File: config.mk
export PLATFORM = sky130hd
export DESIGN_NAME = riscv_mem_arbiter
export DESIGN_NICKNAME = d
export VERILOG_FILES = /design/src/rtl/riscv_pkg.sv /design/src/rtl/riscv_mem_arbiter.sv
export SDC_FILE = /design/constraint.sdc
export NUM_CORES = 1
export LEC_CHECK = 0
export BUFFER_PORTS_ARGS = -buffer_cell sky130_fd_sc_hd__buf_2
export CORE_MARGIN = 3
export CORE_UTILIZATION = 50
export DETAILED_ROUTE_END_ITERATION = 10
export MAX_ROUTING_LAYER = met4
export PLACE_DENSITY = 0.86
export SLEW_MARGIN = 20
export SYNTH_ARGS = -nofsm -noshare
export SYNTH_HDL_FRONTEND = slang
export SYNTH_SLANG_ARGS = --single-unit
export TNS_END_PERCENT = 10
File: constraint.sdc
create_clock -name I_clk -period 5 [get_ports I_clk]
set_input_delay 1 -clock I_clk [delete_from_list [all_inputs] [get_ports I_clk]]
set_output_delay 1 -clock I_clk [all_outputs]
set_load 0.02 [all_outputs]
File: src/rtl/riscv_pkg.sv
// Shared types for the riscv memory-side blocks.
// Holds the arbiter state encoding, the NOP constant and the pending data request record.
// Widths here are the core's native XLEN; modules cast to their own parameters.
package riscv_pkg;

   localparam int XLEN     = 32;
   localparam int XMASK_W  = XLEN / 8;

   // addi x0, x0, 0 -- what the core sees before the first fetch lands
   localparam logic [31:0] RISCV_NOP = 32'h0000_0013;

   typedef enum logic [1:0] {
      IDLE  = 2'd0,
      FETCH = 2'd1,
      DATA  = 2'd2
   } arb_state_t;

   // One captured load/store waiting for the bus
   typedef struct packed {
      logic [XLEN-1:0]    addr;
      logic [XLEN-1:0]    wdata;
      logic [XMASK_W-1:0] wmask;
      logic               we;
   } dmem_req_t;

endpackage

File: src/rtl/riscv_mem_arbiter.sv
// Purpose: shares one single-ported memory bus between instruction fetch and data access, drives core stall.
// Latency: fetch miss stalls >= 2 cycles, load/store completes >= 3 cycles after its pulse; +1 per bus wait state.
// Backpressure: core is held by O_stall; a data pulse while the slot is busy is dropped and flagged on O_overrun.
module riscv_mem_arbiter
   import riscv_pkg::*;
#(
   parameter int                ADDR_W      = 32,
   parameter int                DATA_W      = 32,
   parameter logic [DATA_W-1:0] RESET_INSTR = DATA_W'(RISCV_NOP)
) (
   input  logic                  I_clk,
   input  logic                  I_rst_n,
   // fetch side
   input  logic [ADDR_W-1:0]     I_imem_addr,
   output logic [DATA_W-1:0]     O_imem_data,
   // data side
   input  logic [ADDR_W-1:0]     I_dmem_addr,
   input  logic [DATA_W-1:0]     I_dmem_wdata,
   input  logic [DATA_W/8-1:0]   I_dmem_wmask,
   input  logic                  I_dmem_rd,
   input  logic                  I_dmem_we,
   output logic [DATA_W-1:0]     O_dmem_rdata,
   // core stall
   output logic                  O_stall,
   // memory bus
   output logic                  O_mem_req,
   output logic                  O_mem_we,
   output logic [ADDR_W-1:0]     O_mem_addr,
   output logic [DATA_W-1:0]     O_mem_wdata,
   output logic [DATA_W/8-1:0]   O_mem_wmask,
   input  logic                  I_mem_ack,
   input  logic [DATA_W-1:0]     I_mem_rdata,
   // sticky error
   output logic                  O_overrun
);

   localparam int MASK_W = DATA_W / 8;

   // ------------------------------------------------------------------
   // State
   // ------------------------------------------------------------------
   arb_state_t          state_q, state_d;

   logic                pend_v_q, pend_v_d;
   dmem_req_t           pend_q, pend_d;

   logic                tag_v_q, tag_v_d;
   logic [ADDR_W-1:0]   tag_addr_q, tag_addr_d;

   logic                mem_we_q, mem_we_d;
   logic [ADDR_W-1:0]   mem_addr_q, mem_addr_d;
   logic [DATA_W-1:0]   mem_wdata_q, mem_wdata_d;
   logic [MASK_W-1:0]   mem_wmask_q, mem_wmask_d;

   logic [DATA_W-1:0]   imem_data_q, imem_data_d;
   logic [DATA_W-1:0]   dmem_rdata_q, dmem_rdata_d;
   logic                overrun_q, overrun_d;

   // ------------------------------------------------------------------
   // Decode
   // ------------------------------------------------------------------
   logic                fetch_need;
   logic                dmem_pulse;
   logic                slot_busy;
   logic                slot_consume;
   logic                bus_ack;
   logic                store_hits_tag;

   // The current fetch address misses when nothing is cached or it moved.
   assign fetch_need     = !tag_v_q || (I_imem_addr != tag_addr_q);
   assign dmem_pulse     = I_dmem_rd || I_dmem_we;
   // Only one data request may be queued or in flight at a time.
   assign slot_busy      = pend_v_q || (state_q == DATA);
   // Data wins arbitration, so a full slot always leaves IDLE for DATA.
   assign slot_consume   = (state_q == IDLE) && pend_v_q;
   // Ack only means something while a request is on the bus.
   assign bus_ack        = I_mem_ack && (state_q != IDLE);
   // Stores over the cached instruction word force a refetch.
   assign store_hits_tag = mem_we_q && tag_v_q && (mem_addr_q == tag_addr_q);

   // ------------------------------------------------------------------
   // Arbitration FSM, bus launch and response capture
   // ------------------------------------------------------------------
   // Next-state for the FSM, the launched bus fields and the returned words.
   always_comb begin
      state_d      = state_q;
      tag_v_d      = tag_v_q;
      tag_addr_d   = tag_addr_q;
      mem_we_d     = mem_we_q;
      mem_addr_d   = mem_addr_q;
      mem_wdata_d  = mem_wdata_q;
      mem_wmask_d  = mem_wmask_q;
      imem_data_d  = imem_data_q;
      dmem_rdata_d = dmem_rdata_q;

      unique case (state_q)
         IDLE: begin
            if (pend_v_q) begin
               state_d     = DATA;
               mem_we_d    = pend_q.we;
               mem_addr_d  = ADDR_W'(pend_q.addr);
               mem_wdata_d = DATA_W'(pend_q.wdata);
               mem_wmask_d = MASK_W'(pend_q.wmask);
            end else if (fetch_need) begin
               // Address captured here is the one the tag will hold on return.
               state_d     = FETCH;
               mem_we_d    = 1'b0;
               mem_addr_d  = I_imem_addr;
               mem_wdata_d = '0;
               mem_wmask_d = '1;
            end
         end

         FETCH: begin
            if (bus_ack) begin
               state_d     = IDLE;
               imem_data_d = I_mem_rdata;
               tag_addr_d  = mem_addr_q;
               tag_v_d     = 1'b1;
            end
         end

         DATA: begin
            if (bus_ack) begin
               state_d = IDLE;
               if (!mem_we_q) begin
                  dmem_rdata_d = I_mem_rdata;
               end
               if (store_hits_tag) begin
                  tag_v_d = 1'b0;
               end
            end
         end

         default: begin
            state_d = IDLE;
         end
      endcase
   end

   // ------------------------------------------------------------------
   // Pending data slot
   // ------------------------------------------------------------------
   // Capture a load/store pulse into the one-entry slot, or flag it as lost.
   always_comb begin
      pend_v_d  = pend_v_q;
      pend_d    = pend_q;
      overrun_d = overrun_q;

      if (slot_consume) begin
         pend_v_d = 1'b0;
      end

      if (dmem_pulse) begin
         if (slot_busy) begin
            overrun_d = 1'b1;
         end else begin
            pend_v_d     = 1'b1;
            pend_d.addr  = XLEN'(I_dmem_addr);
            pend_d.wdata = XLEN'(I_dmem_wdata);
            pend_d.wmask = XMASK_W'(I_dmem_wmask);
            // rd and we together resolve to a store
            pend_d.we    = I_dmem_we;
         end
      end
   end

   // ------------------------------------------------------------------
   // Registers
   // ------------------------------------------------------------------
   // FSM state; async reset abandons any in-flight bus request.
   always_ff @(posedge I_clk or negedge I_rst_n) begin
      if (!I_rst_n) begin
         state_q <= IDLE;
      end else begin
         state_q <= state_d;
      end
   end

   // Pending slot and sticky overrun flag.
   always_ff @(posedge I_clk or negedge I_rst_n) begin
      if (!I_rst_n) begin
         pend_v_q  <= 1'b0;
         pend_q    <= '0;
         overrun_q <= 1'b0;
      end else begin
         pend_v_q  <= pend_v_d;
         pend_q    <= pend_d;
         overrun_q <= overrun_d;
      end
   end

   // Fetch tag: address of the word currently presented on O_imem_data.
   always_ff @(posedge I_clk or negedge I_rst_n) begin
      if (!I_rst_n) begin
         tag_v_q    <= 1'b0;
         tag_addr_q <= '0;
      end else begin
         tag_v_q    <= tag_v_d;
         tag_addr_q <= tag_addr_d;
      end
   end

   // Bus command fields, held constant for the whole request.
   always_ff @(posedge I_clk or negedge I_rst_n) begin
      if (!I_rst_n) begin
         mem_we_q    <= 1'b0;
         mem_addr_q  <= '0;
         mem_wdata_q <= '0;
         mem_wmask_q <= '0;
      end else begin
         mem_we_q    <= mem_we_d;
         mem_addr_q  <= mem_addr_d;
         mem_wdata_q <= mem_wdata_d;
         mem_wmask_q <= mem_wmask_d;
      end
   end

   // Returned instruction and load words.
   always_ff @(posedge I_clk or negedge I_rst_n) begin
      if (!I_rst_n) begin
         imem_data_q  <= RESET_INSTR;
         dmem_rdata_q <= '0;
      end else begin
         imem_data_q  <= imem_data_d;
         dmem_rdata_q <= dmem_rdata_d;
      end
   end

   // ------------------------------------------------------------------
   // Outputs
   // ------------------------------------------------------------------
   assign O_mem_req    = (state_q != IDLE);
   assign O_mem_we     = mem_we_q;
   assign O_mem_addr   = mem_addr_q;
   assign O_mem_wdata  = mem_wdata_q;
   assign O_mem_wmask  = mem_wmask_q;
   assign O_imem_data  = imem_data_q;
   assign O_dmem_rdata = dmem_rdata_q;
   assign O_overrun    = overrun_q;
   // Held low during reset; the empty tag raises it as soon as reset lifts.
   assign O_stall      = I_rst_n && ((state_q != IDLE) || pend_v_q || fetch_need);

endmodule
==> impl_metrics.ini <==
[detailed_routing]
wl_um = 23910
drc = 0
drt-initial-drc-count = 235
first_pass_iters = 6
num_vias = 6614
viasPerCell = 5.295
ant_nets = 0
routedWlPerCell_um = 19.14

[power_and_ir_drop]
p_leak_nw = 6.105
ir_drop_v = 0.0004441
p_per_area_nw_per_um2 = 736.3

[synthesis]
yosysMostFrequentCell = dfrtp_1
ys_ff_latch = 239
synth_top_area_share_pct = 59.83
synth_fp_nets = 833
syn_avg_cell_area_sq_um = 14.24
synth_cells = 693
synthDistinctLibCells = 36
netlist_area_sq_um = 9871
yosysSeqAreaShare_pct = 60.63
synth_area_leaders = dfrtp_1 60%, mux2_2 19%, xor2_1 5.1%, mux2i_1 3.2%, a22o_1 3.0%
yosys.area.top_type = dfrtp_1
ys.flop_type = dfrtp_1
synth_top_cells_by_count = 236 x dfrtp_1, 164 x mux2_2, 57 x xor2_1
async_flop_share_pct = 100.0
synth_edf_count = 0
yosysWarnings = 0

[timing]
maxSlewHeadroom_pct = 33.17
fin_hold_ws_ps = 488.4
drv_slew = 0
skew_ps = 13.24
worstMarginPinSlew_ps = 1002
setup_ws_ps = 1284
tns_ps = 0
post-route-period-util_pct = 74.32
min_period_ps = 3716
finalSetupViolations = 0
rsz0062_at_grt = false
timing.fmax_ghz = 0.2691
hold_viol_final = 0

[cts]
cts_buffer_depth = 3
cts_tree = yes
cts_buffers = 26
cts_setup_buffers = 0
clock_latency_ps = 520
root_buffer = clkbuf_16
cts_hold_buffers = 0
clkTransAtPathRegs_ps = 60
cts_max_level = 1
ctsResizeCount = 0
cts.sinks = 239

[worst_setup_path]
worstSetupEndpointType = output port
r2r_setup_slack_ps = 2480
critPathRequiredTime_ps = 4000
crit_type = primary input to output port
start_kind = primary input
critPathMaxFanout = 3
worstPathArrival_ps = 2720

[floorplan]
initial_utilization_pct = 51.90
die-area_sq_um = 21460
core_area_sq_um = 19020
die_y_um = 146.5
pin_count = 273
placementRows = 50
dieWidth_um = 146.5

[global_routing]
grt_usage_pct = 22.92
grt_max_degree = 95
grt_pass1_wl_um = 38850
first_global_vias = 7166
grt_antenna_before_repair = 2
overflow = 0

[placed_design]
place_ws_ps = 1280
hpwl_um = 16730
gp_congestion = 0.8209
portBuffers = 272
dp_cells = 1198
dpl_cell_area_sq_um = 11460

[cells_and_area]
fin_cells = 1249
n_fill_cell = 1440
final_cell_area_sq_um = 12440
nets = 1106
drive_gt1_share_pct = 50.71
areaGrowthSynthToFinish_pct = 26.00

[job]
drv_cap = 0

[run_status]
outcome = complete, no violations

[hold_path]
hold_class = primary input to async pin
==> final cells by class <==
| class | count | area, sq um | area share, % |
|---|---|---|---|
| diodes | 3 | 7.507 | 0.06036 |
| clock buffers | 36 | 779.5 | 6.268 |
| clock inverters | 12 | 188.9 | 1.519 |
| inverters | 9 | 33.78 | 0.2716 |
| multi-input cells | 409 | 3674 | 29.54 |
| flip-flops and latches | 239 | 5986 | 48.13 |
| well taps | 260 | 325.3 | 2.616 |
| repair buffers | 281 | 1443 | 11.60 |
==> cell usage in the layout, fill, tap and decap left out, drive strengths merged, types with 2 or more instances in the layout <==
cell type  instances
buf              281
dfrtp            236
mux2             164
xor2              57
clkbuf            36
nand2             34
a22o              34
o21ai             33
mux2i             32
nor4              14
inv               10
xnor2              7
nor2               6
clkinv             6
bufinv             5
nand4              4
a21oi              4
diode              3
dfstp              3
ha                 3
nand3              3
o31ai              2
==> routing by layer <==
metal  wire (um)  track usage [%]  vias up
li1            -                -     3011
met1        9881            29.27     3320
met2       11890            37.30      219
met3        1418            4.842       64
met4         715            6.726        0
met5           0                -        -
==> final timing paths <==
kind                       cells after the start         endpoint             from
setup / recovery                               6          O_stall  I_imem_addr[22]
min in group I_clk                             1   O_mem_wdata[7]       pend_q[12]
hold reg to reg                                1   O_mem_wdata[7]       pend_q[12]
setup reg to reg                               7   O_mem_addr[21]   tag_addr_q[22]
max in group asynchronous                      2  O_mem_wdata[23]          I_rst_n
hold / removal                                 1   O_mem_addr[12]          I_rst_n
==> power by group <==
part	internal, mW	switching (mW)
clock	1.34	0.772
combinational	1.56	1.92
sequential	2.87	0.688
==> stage by stage <==
stage               total power, mW  util (%)
detailed placement            7.075     60.24
global route                  9.691     65.38
CTS                           9.225     65.34
floorplan                     5.921         -
finish                        9.157     65.39
global placement              6.928     60.24
==> kinds of logic (layout without fill, tap and decap cells) <==
group	Yosys count	after routing	synth area share, %
muxes	196	196	21.95
DFF	239	239	60.63
xor gates and xnor gates	64	64	5.679
buffers and inverters	45	338	2.497
AOI/OAI and AO/OA	81	81	5.768
other	0	3	0
and+or+nand+nor	65	65	3.093
adders and majority gates	3	3	0.3803
==> flip-flops by register name, indices dropped and copies added (netlist names), 2 cells and up <==
name,flops
O_dmem_rdata,32
state_q,2
tag_addr_q,32
O_mem_wdata,32
pend_q,69
O_imem_data,32
O_mem_addr,32
O_mem_wmask,4
==> worst max-delay path, stage by stage <==
cell and delay, ps:
buf_2 110, xor2_1 160, nor4_1 500, nand4_1 340, o41a_1 440, buf_2 170
Note: power is estimated with default switching activity, not from simulation.
